**src/rtl/cpu_pipe_pkg.sv**
```systemverilog
// cpu_pipe_pkg: types and default widths shared by the in-order pipeline stage latches.
package cpu_pipe_pkg;

  typedef enum logic [1:0] {
    EMPTY = 2'd0,
    ONE   = 2'd1,
    TWO   = 2'd2
  } pipe_state_t;

  localparam int IR_W_DEF  = 32;
  localparam int PC_W_DEF  = 32;
  localparam int CNT_W_DEF = 16;

endpackage

```
**src/rtl/pipe_stall_ctr.sv**
```systemverilog
// pipe_stall_ctr: saturating event counter for pipeline perf monitors.
// Cleared only by reset; holds at all-ones once full.
import cpu_pipe_pkg::*;

module pipe_stall_ctr #(
  parameter int CNT_W = CNT_W_DEF
) (
  input  logic             clk_i,
  input  logic             rst_ni,
  input  logic             inc_i,
  output logic [CNT_W-1:0] cnt_o
);

  logic [CNT_W-1:0] cnt_q, cnt_d;

  always_comb begin
    cnt_d = cnt_q;
    if (inc_i && (cnt_q != {CNT_W{1'b1}})) begin
      cnt_d = cnt_q + CNT_W'(1);
    end
  end

  always_ff @(posedge clk_i or negedge rst_ni) begin
    if (!rst_ni) begin
      cnt_q <= '0;
    end else begin
      cnt_q <= cnt_d;
    end
  end

  assign cnt_o = cnt_q;

endmodule

```
**src/rtl/pipe_stage_buf.sv**
```systemverilog
// pipe_stage_buf: valid/ready stage latch carrying IR and PC, with flush and stall counter.
// Define PIPE_SKID_EN to build the two-entry skid buffer with a registered in_ready.
import cpu_pipe_pkg::*;

module pipe_stage_buf #(
  parameter int IR_W  = IR_W_DEF,
  parameter int PC_W  = PC_W_DEF,
  parameter int CNT_W = CNT_W_DEF
) (
  input  logic             clk,
  input  logic             rst_n,
  input  logic             flush,
  input  logic             in_valid,
  output logic             in_ready,
  input  logic [IR_W-1:0]  in_ir,
  input  logic [PC_W-1:0]  in_pc,
  output logic             out_valid,
  input  logic             out_ready,
  output logic [IR_W-1:0]  out_ir,
  output logic [PC_W-1:0]  out_pc,
  output logic [CNT_W-1:0] stall_cnt
);

  pipe_state_t     state_q, state_d;
  logic [IR_W-1:0] main_ir_q, main_ir_d;
  logic [PC_W-1:0] main_pc_q, main_pc_d;
  logic            accept;
  logic            pop;

  assign out_valid = (state_q != EMPTY);
  assign out_ir    = main_ir_q;
  assign out_pc    = main_pc_q;
  assign accept    = in_valid && in_ready;
  assign pop       = out_valid && out_ready;

`ifdef PIPE_SKID_EN
  logic [IR_W-1:0] skid_ir_q, skid_ir_d;
  logic [PC_W-1:0] skid_pc_q, skid_pc_d;
  logic            in_ready_q;

  // in_ready comes straight from a flop, so out_ready never reaches upstream combinationally.
  assign in_ready = in_ready_q;

  always_comb begin
    state_d   = state_q;
    main_ir_d = main_ir_q;
    main_pc_d = main_pc_q;
    skid_ir_d = skid_ir_q;
    skid_pc_d = skid_pc_q;
    if (flush) begin
      state_d   = EMPTY;
      main_ir_d = '0;
      main_pc_d = '0;
      skid_ir_d = '0;
      skid_pc_d = '0;
    end else begin
      case (state_q)
        EMPTY: begin
          if (accept) begin
            main_ir_d = in_ir;
            main_pc_d = in_pc;
            state_d   = ONE;
          end
        end
        ONE: begin
          if (accept && pop) begin
            main_ir_d = in_ir;
            main_pc_d = in_pc;
          end else if (accept) begin
            skid_ir_d = in_ir;
            skid_pc_d = in_pc;
            state_d   = TWO;
          end else if (pop) begin
            state_d = EMPTY;
          end
        end
        TWO: begin
          if (pop) begin
            main_ir_d = skid_ir_q;
            main_pc_d = skid_pc_q;
            state_d   = ONE;
          end
        end
        default: state_d = EMPTY;
      endcase
    end
  end

  always_ff @(posedge clk or negedge rst_n) begin
    if (!rst_n) begin
      skid_ir_q  <= '0;
      skid_pc_q  <= '0;
      in_ready_q <= 1'b1;
    end else begin
      skid_ir_q  <= skid_ir_d;
      skid_pc_q  <= skid_pc_d;
      in_ready_q <= (state_d != TWO);
    end
  end
`else
  assign in_ready = !out_valid || out_ready;

  always_comb begin
    state_d   = state_q;
    main_ir_d = main_ir_q;
    main_pc_d = main_pc_q;
    if (flush) begin
      state_d   = EMPTY;
      main_ir_d = '0;
      main_pc_d = '0;
    end else begin
      case (state_q)
        EMPTY: begin
          if (accept) begin
            main_ir_d = in_ir;
            main_pc_d = in_pc;
            state_d   = ONE;
          end
        end
        ONE: begin
          if (accept) begin
            main_ir_d = in_ir;
            main_pc_d = in_pc;
          end else if (pop) begin
            state_d = EMPTY;
          end
        end
        default: state_d = EMPTY;
      endcase
    end
  end
`endif

  always_ff @(posedge clk or negedge rst_n) begin
    if (!rst_n) begin
      state_q   <= EMPTY;
      main_ir_q <= '0;
      main_pc_q <= '0;
    end else begin
      state_q   <= state_d;
      main_ir_q <= main_ir_d;
      main_pc_q <= main_pc_d;
    end
  end

  pipe_stall_ctr #(
    .CNT_W(CNT_W)
  ) u_stall_ctr (
    .clk_i (clk),
    .rst_ni(rst_n),
    .inc_i (out_valid && !out_ready),
    .cnt_o (stall_cnt)
  );

endmodule

```
**config.mk**
```make
export PLATFORM = sky130hd
export DESIGN_NAME = pipe_stage_buf
export DESIGN_NICKNAME = d
export VERILOG_FILES = /design/src/rtl/cpu_pipe_pkg.sv /design/src/rtl/pipe_stall_ctr.sv /design/src/rtl/pipe_stage_buf.sv
export SDC_FILE = /design/constraint.sdc
export NUM_CORES = 1
export LEC_CHECK = 0
export CAP_MARGIN = 15
export CORE_MARGIN = 2
export CORE_UTILIZATION = 42
export CTS_BUF_LIST = sky130_fd_sc_hd__clkbuf_4
export DETAILED_ROUTE_END_ITERATION = 8
export PLACE_DENSITY = 0.86
export SLEW_MARGIN = 20
export SYNTH_ARGS = -nofsm -noshare
export SYNTH_HDL_FRONTEND = slang
export SYNTH_SLANG_ARGS = --single-unit
```
**constraint.sdc**
```tcl
create_clock -name clk -period 1.85 [get_ports clk]
set_input_delay 0.37 -clock clk [delete_from_list [all_inputs] [get_ports clk]]
set_output_delay 0.37 -clock clk [all_outputs]
set_load 0.02 [all_outputs]
```
==> metrics <==
Multi-input gate area=1000 sq um; core box area=7180 sq um; count of cell types in the netlist=28; HP Class=in -> async; Largest delay share family, worst path=buffers and inverters; CTS clk-pin slew, worst paths=130 ps; total number of vias=2501; Syn. warnings=0; Post-Synthesis Cells=218; status=complete, no violations; final max-slew violation count=0; WP data required=1480 ps; first-pass GRT wire length=13.1 mm; # rows=31; worst rel slew slack=0.665; pre-CTS WS=-119 ps; RSZ-0062 raised after global routing=false; Tmin final=1790 ps; achievable frequency=558 MHz; worst vdd ir=0.477 mV; Placer Congestion=0.854; DP HPWL=5.94 mm; worst slew pin tran=503 ps; Max Root-Sink Buffers=2; worst path arrival time=1420 ps; fill cell count=530; count of input and output buffers=150; CTS root buf=clkbuf_4; sequential share of the synthesized area=0.657; Die ar.=8050 sq um; Syn Nets=288; Initial Util=0.430; Routed Antenna Nets=0; Skew-Pair Late Insertion Delay=420 ps; Pre-antenna DRT Iters=4; cell area after synthesis=3090 sq um; CTS tree=built; CP Cell Sequence=clkdlybuf4s50_1; Placed Instances=467; FF+latch area=2030 sq um; Clock Sinks=81; fin util=0.692; Final Hold Viols=0; Buf+Inv Stages, Crit Path=1; period utilization=0.969; Routed Wire Length=8.13 mm; Final WS setup=57.8 ps; crit path max fanout=2; type of the worst setup path=reg -> out; slowest stage delay, CP=630 ps; highest-delay cell along the critical path=clkdlybuf4s50_1; num ports=151; Residual DRC=0; CTS Buf Count=9; vias per cell=5.17; Layout area overhead=60.9%; largest net degree at the start of global routing=45; CP endpoint kind=output pin; Die X-Extent=89.7 microns; grt ovf=0; Initial DRC Count=65; number of global-route vias before repair=2662; Syn Area/Cell=14.2 sq um; Finished Layout Cells=484; share of cells above drive strength 1=0.101; setup bufs post-CTS=0; routed len/inst=16.8 microns; H-tree depth reported by CTS=3; Final Setup Violations=0; total track usage=0.202; Min Hold Slack=465 ps; antenna violations before repair=0; worst clock skew=23.5 ps; Worst setup SP type=flop; Synth Register Bits=81; Total Power Consumption=4.10 mW; # nets final=450; max cap viols=0; diode count=0; Lkg Pwr=2.40 nW; Die H=89.7 microns; P per Cell Area=826 nW/um^2
synthesized netlist by cell type, drive strengths merged:
library cell / n / area [sq um]
a21oi: 2 / 13.8
a22o: 64 / 561
and4: 2 / 17.5
buf: 7 / 41.3
clkbuf: 7 / 26.3
dfrtp: 81 / 2030
ha: 1 / 12.5
inv: 2 / 7.51
mux2: 2 / 26.3
nand2: 6 / 22.5
nand2b: 1 / 13.8
nand3: 4 / 20.0
nand4: 4 / 40.0
nor2: 5 / 21.3
nor3: 7 / 35.0
nor3b: 2 / 15.0
nor4: 4 / 40.0
or2: 1 / 6.26
or3: 1 / 6.26
or3b: 1 / 11.3
xnor2: 2 / 17.5
xor2: 12 / 105
report_power, final:
| part | internal [mW] | switching [mW] | leakage (nW) |
|---|---|---|---|
| Clock | 0.555 | 0.589 | 0.0777 |
| Sequential | 1.91 | 0.115 | 1.08 |
| Combinational | 0.492 | 0.442 | 1.25 |
flip-flops by register name (all words and copies together) (netlist names):
register / flops
out_pc: 32
out_ir: 32
u_stall_ctr.cnt_o: 16
state_q: 1
layout make-up:
class,instances,share of cell area
Timing Repair Buffer,165,0.332
Inverter,2,0.00151
Sequential cell,81,0.408
Tap cell,99,0.0249
Clock inverter,6,0.0166
Clock buffer,10,0.0151
Multi-Input combinational cell,121,0.201
path summary, 6_finish.rpt:
check,endpoint,slack (ps),cells after the start,start
hold / removal,out_pc[21],460,2,rst_n
setup / recovery,out_ir[7],60,1,out_ir[7]
setup reg to reg,u_stall_ctr.cnt_o[12],190,5,u_stall_ctr.cnt_o[1]
max in group asynchronous,state_q[0],780,3,rst_n
min in group clk,u_stall_ctr.cnt_o[15],510,1,u_stall_ctr.cnt_o[15]
hold reg to reg,u_stall_ctr.cnt_o[15],510,1,u_stall_ctr.cnt_o[15]
routing by layer:
layer / part of all wire / track usage / up-vias
met3: 0.055 / 0.0453 / 18
met1: 0.42 / 0.250 / 1248
met2: 0.50 / 0.344 / 93
met4: 0.020 / 0.0821 / 0
li1: - / - / 1142
met5: 0 / 0 / -
worst register-to-register path: stages, from the launching register on:
cell,delay [ps]
dfrtp_1,370
ha_1,160
nand3_1,130
or2_0,310
nor3_1,230
mux2_2,350
logic make-up (layout without fill, tap and decap cells):
kind of cell,count (synthesis),in the layout,share of synthesized area
flip-flops,81,81,0.657
XOR/XNOR,14,14,0.0397
AND/OR/NAND/NOR,38,38,0.0807
multiplexers,2,2,0.00851
adder cells (fa/ha/maj),1,1,0.00405
buffers and inverters,16,183,0.0243
AO/OA/AOI/OAI,66,66,0.186
cells in the final DEF, fill, tap and decap left out:
cell type and instances:
buf_12 3, xor2_1 12, clkdlybuf4s50_1 129, dfrtp_2 1, dlygate4sd2_1 14, bufinv_16 2, clkbuf_4 10, nor2_1 3
clkinv_1 2, or3_1 1, nand2b_4 1, clkinvlp_4 2, xnor2_1 2, nor3_1 7, a22o_1 64, mux2_4 1
buf_4 12, dlygate4sd3_1 1, or2_0 1, nand4_1 3, mux2_2 1, dlymetal6s2s_1 6, nor4_1 3, ha_1 1
dfrtp_1 80, nor4_4 1, nor2_4 1, a21oi_1 1, nor3b_1 2, or3b_4 1, nor2_2 1, nand2_1 6
nand4_4 1, and4_1 2, nand3_1 4, inv_1 2, a21oi_4 1
stage by stage:
| stage | TNS, ps | instance area, sq um |
|---|---|---|
| CTS | 0 | 4950 |
| global placement | -176 | 4800 |
| global route | 0 | 4970 |
| finish | 0 | 4970 |
| detailed placement | -495 | 4800 |
| floorplan | 0 | 3090 |
repair_timing:
action	CTS	global route
hold buffers	1	0
setup endpoints to repair	14	6
resized for setup	15	6
endpoints found under the hold margin	38	0
Power figures use the tool's default switching activity.
